**src/rtl/sum_display_driver.sv**
```systemverilog
// sum_display_driver: captures a 5-bit adder result, converts it to two BCD
// digits with a sequential shift-add-3 engine, and scans them onto a 4-digit
// common-anode seven-segment display.
module sum_display_driver #(
  parameter int REFRESH_BITS = 17,
  parameter bit BLANK_LZ     = 1'b1
) (
  input  logic       clk,
  input  logic       rst_n,
  input  logic       load,
  input  logic [4:0] sum,
  output logic       busy,
  output logic       done,
  output logic [3:0] an,
  output logic [6:0] seg
);

  typedef enum logic [1:0] {IDLE, SHIFT, DONE} state_t;

  localparam logic [6:0] SEG_BLANK = 7'b1111111;

  state_t                  state, state_nx;
  logic [4:0]              sr;
  logic [7:0]              bcd;
  logic [2:0]              cnt;
  logic [3:0]              tens, ones;
  logic [7:0]              bcd_adj;
  logic [12:0]             shifted;
  logic [REFRESH_BITS-1:0] presc;
  logic [1:0]              idx;

  // active-low {g..a} pattern for one decimal digit; anything else is blank
  function automatic logic [6:0] seg7(input logic [3:0] d);
    case (d)
      4'd0:    seg7 = 7'b1000000;
      4'd1:    seg7 = 7'b1111001;
      4'd2:    seg7 = 7'b0100100;
      4'd3:    seg7 = 7'b0110000;
      4'd4:    seg7 = 7'b0011001;
      4'd5:    seg7 = 7'b0010010;
      4'd6:    seg7 = 7'b0000010;
      4'd7:    seg7 = 7'b1111000;
      4'd8:    seg7 = 7'b0000000;
      4'd9:    seg7 = 7'b0010000;
      default: seg7 = SEG_BLANK;
    endcase
  endfunction

  // add-3 correction on each BCD nibble, then the one-bit left shift
  always_comb begin
    bcd_adj = bcd;
    if (bcd[3:0] >= 4'd5) bcd_adj[3:0] = bcd[3:0] + 4'd3;
    if (bcd[7:4] >= 4'd5) bcd_adj[7:4] = bcd[7:4] + 4'd3;
    shifted = {bcd_adj, sr} << 1;
  end

  // state register
  always_ff @(posedge clk or negedge rst_n) begin
    if (!rst_n) state <= IDLE;
    else        state <= state_nx;
  end

  // next-state and status outputs
  always_comb begin
    state_nx = state;
    busy     = 1'b0;
    done     = 1'b0;
    case (state)
      IDLE:  if (load) state_nx = SHIFT;
      SHIFT: begin
        busy = 1'b1;
        if (cnt == 3'd4) state_nx = DONE;
      end
      DONE: begin
        busy     = 1'b1;
        done     = 1'b1;
        state_nx = IDLE;
      end
      default: state_nx = IDLE;
    endcase
  end

  // conversion datapath; display digits only change after the last shift
  always_ff @(posedge clk or negedge rst_n) begin
    if (!rst_n) begin
      sr   <= '0;
      bcd  <= '0;
      cnt  <= '0;
      tens <= '0;
      ones <= '0;
    end else begin
      case (state)
        IDLE: if (load) begin
          sr  <= sum;
          bcd <= '0;
          cnt <= '0;
        end
        SHIFT: begin
          bcd <= shifted[12:5];
          sr  <= shifted[4:0];
          cnt <= cnt + 3'd1;
          if (cnt == 3'd4) begin
            tens <= shifted[12:9];
            ones <= shifted[8:5];
          end
        end
        default: ;
      endcase
    end
  end

  // free-running prescaler; digit index steps on each wrap
  always_ff @(posedge clk or negedge rst_n) begin
    if (!rst_n) begin
      presc <= '0;
      idx   <= '0;
    end else begin
      presc <= presc + 1'b1;
      if (presc == '1) idx <= idx + 2'd1;
    end
  end

  // registered anode/segment decode from digit index and display digits
  always_ff @(posedge clk or negedge rst_n) begin
    if (!rst_n) begin
      an  <= 4'b1111;
      seg <= SEG_BLANK;
    end else begin
      case (idx)
        2'd0: begin
          an  <= 4'b1110;
          seg <= seg7(ones);
        end
        2'd1: begin
          an  <= 4'b1101;
          seg <= (BLANK_LZ && tens == 4'd0) ? SEG_BLANK : seg7(tens);
        end
        2'd2: begin
          an  <= 4'b1011;
          seg <= SEG_BLANK;
        end
        default: begin
          an  <= 4'b0111;
          seg <= SEG_BLANK;
        end
      endcase
    end
  end

endmodule

```
**config.mk**
```make
export PLATFORM = sky130hd
export DESIGN_NAME = sum_display_driver
export DESIGN_NICKNAME = d
export VERILOG_FILES = /design/src/rtl/sum_display_driver.sv
export SDC_FILE = /design/constraint.sdc
export NUM_CORES = 1
export LEC_CHECK = 0
export BUFFER_PORTS_ARGS = -buffer_cell sky130_fd_sc_hd__buf_2
export CAP_MARGIN = 40
export CORE_MARGIN = 5
export CORE_UTILIZATION = 55
export CTS_CLUSTER_DIAMETER = 50
export CTS_CLUSTER_SIZE = 10
export DETAILED_ROUTE_END_ITERATION = 10
export GPL_ROUTABILITY_DRIVEN = 0
export PLACE_DENSITY = 0.75
export SYNTH_ARGS = -nofsm -noshare
export SYNTH_HDL_FRONTEND = slang
export SYNTH_SLANG_ARGS = --single-unit
```
**constraint.sdc**
```tcl
create_clock -name clk -period 1.65 [get_ports clk]
set_input_delay 0.33 -clock clk [delete_from_list [all_inputs] [get_ports clk]]
set_output_delay 0.33 -clock clk [all_outputs]
set_load 0.05 [all_outputs]
```
After elaboration in Yosys (flattened, before gate mapping) --
Memories as Yosys holds them, arrays and structs flattened. Cells that the tools add are included.
Storage, ports and cells: bits in latches 0, bits in writable memories 0, output and inout port bits 13, bits in registers 56, bits in read-only memories 224, memories kept 2
Memory list:
- (name not given) | words 16, bits a word 7, read ports 1, clocked after Yosys merged registers in 0, write ports 0, line 34 | case (d)
- (name not given) | words 16, bits a word 7, read ports 1, clocked after Yosys merged registers in 0, write ports 0, line 34
Cells by class: reductions and logical operators 8, multiplexer cells 16, eq/ne operators 8, multipliers 0, shift operators 0, bitwise gates (word level) 0, add/subtract/negate cells 5, div/mod/pow operators 0, order comparisons 2
Operators with widths (count):
- $add A17 B1 Y17 const B | 1
- $eq A17 B17 Y1 const B | 1
- $pmux W8 S2 | 1
- $pmux W7 S2 | 1
- $pmux W4 S3 | 1
- $pmux W5 S2 | 1
- $ge A4 B3 Y1 const B | 2
- $mux W8 | 1
- $mux W7 | 1
- $mux W3 | 2
- $pmux W3 S2 | 1
- $reduce_and A2 Y1 | 3
- $mux W5 | 1
- $add A4 B2 Y4 const B | 1
- $eq A2 B1 Y1 const B | 2
- $eq A2 B2 Y1 const B | 2
- $logic_not A2 Y1 | 2
- $logic_not A4 Y1 | 1
- $mux W2 | 2
- $mux W4 | 1
- $ne A2 B2 Y1 const B | 2
- $pmux W2 S2 | 1
- $add A3 B1 Y3 const B | 1
- $add A3 B2 Y3 const B | 1
- 5 further kinds | 6

Depth between registers and ports, before layout --
depth after elaboration 3, gate-level depth with buffers 7, gate-level depth less buffers 6

Least setup slack after synthesis --
OpenSTA, ideal clock, no wires.
path kind register to register, start point register bcd[0], end point register ones[2], arrival time 1411 ps, setup time 83 ps, slack 156 ps, path buffers 0, data required time 1567 ps, stages on the path, launching flop included 7, path through dfrtp_1 inv_1 ha_1 nand2b_1 a21oi_1 mux2_1 o21ai_0
Between the ends: longest elaborated chain between the ends 2
Ends and longest elaborated chain:
- start, declared | line 24 | logic [7:0] bcd;
- start signal, assigned | line 99 | bcd <= shifted[12:5];
- $add A4 B2 Y4 / $ge A4 B3 Y1 (equally long branches) | line 52 | if (bcd[3:0] >= 4'd5) bcd_adj[3:0] = bcd[3:0] + 4'd3;
- $mux W4 * | line 52
- end signal, assigned | line 104 | ones <= shifted[8:5];
- end, declared | line 26 | logic [3:0] tens, ones;
Every way passes the cells marked *; elsewhere a longest branch is shown, timed or not. A chain may end at the register's enable or synchronous reset.

Worst setup path after layout --
start point register state[0], end point output port busy
Between the ends: longest elaborated chain between the ends 3
Ends and longest elaborated chain:
- start, declared | line 22 | state_t state, state_nx;
- start signal, assigned | line 60 | else state <= state_nx;
- $eq A2 B1 Y1 / $eq A2 B2 Y1 (equally long branches) | line 68 | case (state)
- $reduce_or A2 Y1 (no source line) *
- $mux W1 * | line 68
- end, declared | line 12 | output logic busy,
Marks and branches as above.

==> results.md <==
- Clock Latency Late Sink: about 0.30 ns
- CTS Buf Count: 5
- Critical path capture point type: primary output
- First-pass GRT wire length: between 9000 and 10,000 µm
- Fin Setup TNS: 0 ns
- Fraction of layout cells with a size suffix above 1: approximately a fifth
- Pre-CTS WS: -0.04475 ns
- Gr usage total: 15.39%
- IO buf count: 20
- Worst Path Required: approximately 1.3 ns
- Largest net degree at the start of global routing: 37
- Synthesized area per cell: 10.02 µm²
- Number of diodes: 0
- Register-to-Register Path Depth: 6
- Worst setup margin: slightly below 0.07 ns
- Area delta synth->final: 12.78%
- Worst Path Max Fanout: 4
- Netlist cell types: between 40 and 50
- Initial antenna violation count: 0
- Async SR Flop Fraction: 100.0%
- Maximum vdd drop: between 1 and 1.5 mV
- Mapped Area: 2995 µm²
- I/O pin total: 21
- Period utilisation layout: approximately 96%
- Commonest cells post-synth: 45 x dfrtp_1, 35 x nand2_1, 30 x ha_1
- CP arrival: 1.25 ns
- Count leader, synth: dfrtp_1
- H-tree Lvls: 2
- Vias: roughly 2,200
- Final net count: about 370
- Critical Path Sink: busy
- Post-DP HPWL: ~3900 µm
- DIE AREA: approximately 7000 µm²
- Pwr dens: 1469 nW/µm²
- CTS tree: yes
- Worst reg2reg path endpoint: tens[2]
- Via density: 5.479
- Remaining Overflow, GRT: 0
- Leak: between 0.0015 and 0.002 µW
- Crit Path Class: flip-flop to primary output
- Post-synth EDFFs: 0
- Max Cap Viol: 0
- DRT Pass-1 Iters: 4
- Clk_skew: approximately 0.0065 ns
- Final Hold Viols: 0
- Final max-slew violation count: 0
- Worst slew margin: approximately two thirds
- Main synth FF type: dfrtp_1
- Vias in the first global route: ~2,100
- Number of DRC markers in iteration 0: 52
- CTS Sinks: between 50 and 60
- Status: finished clean
- Final ANT Viol Nets: 0
- Slew at the pin with the worst max-slew slack: 0.4721 ns
- Critical Path Start: state[0]
- Clk slew on worst S/H paths: 0.10 ns
- Synthesized Nets: 337
- Drt wl/cell: between 10 and 15 µm
- Final hold slack: between 0.3 and 0.4 ns
- Fmax: 632.4 MHz
- Clock Tree Root: clkbuf_8
- # rows: 26
- Minimum clock period: about 1.6 ns
- Synth Warn #: 0
- Hold Path Cell Cnt: 3
- Yosys reg bits: 56
- Sequential fraction of the synthesis area: a little under half
- Core area: about 5200 µm²
- Reg2reg start: bcd[4]
- Largest area contributor in the netlist: dfrtp_1
- Chip Width: 83.80 µm
- Fillers: between 400 and 500
- Critical path launch point type: flip-flop
- # DRC: 0
- Synth top area share: 37.59%
- Setup slack, reg-to-reg: about 0.11 ns
- Synth area leaders: dfrtp_1 38%, ha_1 13%, dfstp_2 9.6%
- Die Y: 83.80 µm
- Post-synthesis cell count: roughly 300
- Worst min-delay path category: input pin to flip-flop
- Clock Tree Buf Depth: 2
- # setup viols final: 0
- Final WL: a little over 5000 µm
- Initial core utilization: between 50% and 60%
## worst min path at each step
| stage | startpoint | end | slack (ns) |
|---|---|---|---|
| after floorplan | rst_n | bcd[0] | 0.03 |
| after global placement | rst_n | idx[1] | 0.31 |
| after detailed placement | rst_n | presc[15] | 0.31 |
| after CTS | sum[1] | sr[1] | 0.32 |
| after global routing | sum[1] | sr[1] | 0.33 |
| final | sum[1] | sr[1] | 0.32 |
## logic make-up (layout without fill, tap and decap cells)
logic type	after synthesis	after routing	share of synthesized area, %
AOI/OAI and AO/OA	71	71	14.37
xor gates and xnor gates	17	17	4.971
adders and majority gates	30	30	12.53
buffers and inverters	33	65	4.929
DFF	56	56	47.24
muxes	4	4	1.462
and+or+nand+nor	88	88	14.49
## layout by cell type (no fill, tap or decap), types with 4 or more instances in the layout
cell type  instances
buf_2             19
o21ai_0           18
nor2_1            14
xor2_1             4
a21oi_1           16
nand3_1            8
o22ai_1            7
xnor2_1           13
o21ai_1            6
inv_1             22
ha_1              28
a31oi_1            4
nand2_1           35
clkbuf_8           6
dfrtp_1           45
dfstp_2           11
buf_4             12
and3_1             4
nand4_1            6
## critical path, stage by stage (launching register included)
cell,delay (ns)
dfrtp_1,0.39
inv_1,0.09
ha_1,0.31
buf_6,0.16
## timing repair
action / in CTS / in global routing
hold buffers: 1 / 0
endpoints found under the setup margin: 2 / 11
buffers inserted: 0 / 1
resized for setup: 3 / 12
pin swaps: 0 / 1
endpoints found under the hold margin: 9 / 0
## report_power, final
group	switching (µW)	internal [µW]	total [µW]
registers	261	1710	1970
logic	1350	860	2210
clock network	438	341	779
total	2050	2910	4960
## through the flow
step                utilization, %  total power (µW)  instances  area (µm²)
finish                       64.90              4964        401        3378
global route                 64.90              5346        401        3378
CTS                          64.13              4904        400        3338
detailed placement           61.95              4086        391        3224
global placement             61.95              4024        391        3224
floorplan                        -              3603        299        2995
## routing by layer
metal,vias up,wire length (µm),global-route usage [%]
li1,1090,-,-
met1,1060,2398,19.26
met2,37,2466,26.03
met3,10,186,3.850
met4,0,75,4.971
met5,-,0,0
## sequential cells by signal (all words and copies together), names as in the netlist
register,cells
ones,4
idx,2
seg,7
tens,4
state,2
presc,17
cnt,3
bcd,8
an,4
sr,5
## final cells by class
| cell class | count | area, µm² | area share [%] |
|---|---|---|---|
| multi-input combinational | 210 | 1465 | 43.37 |
| timing repair buffer | 34 | 226.5 | 6.704 |
| clock buffer | 6 | 82.58 | 2.444 |
| sequential | 56 | 1415 | 41.89 |
| inverter | 23 | 86.33 | 2.556 |
| clock inverter | 2 | 15.01 | 0.4444 |
| tap | 70 | 87.58 | 2.593 |
No activity file was read; power rests on OpenSTA's default activity.
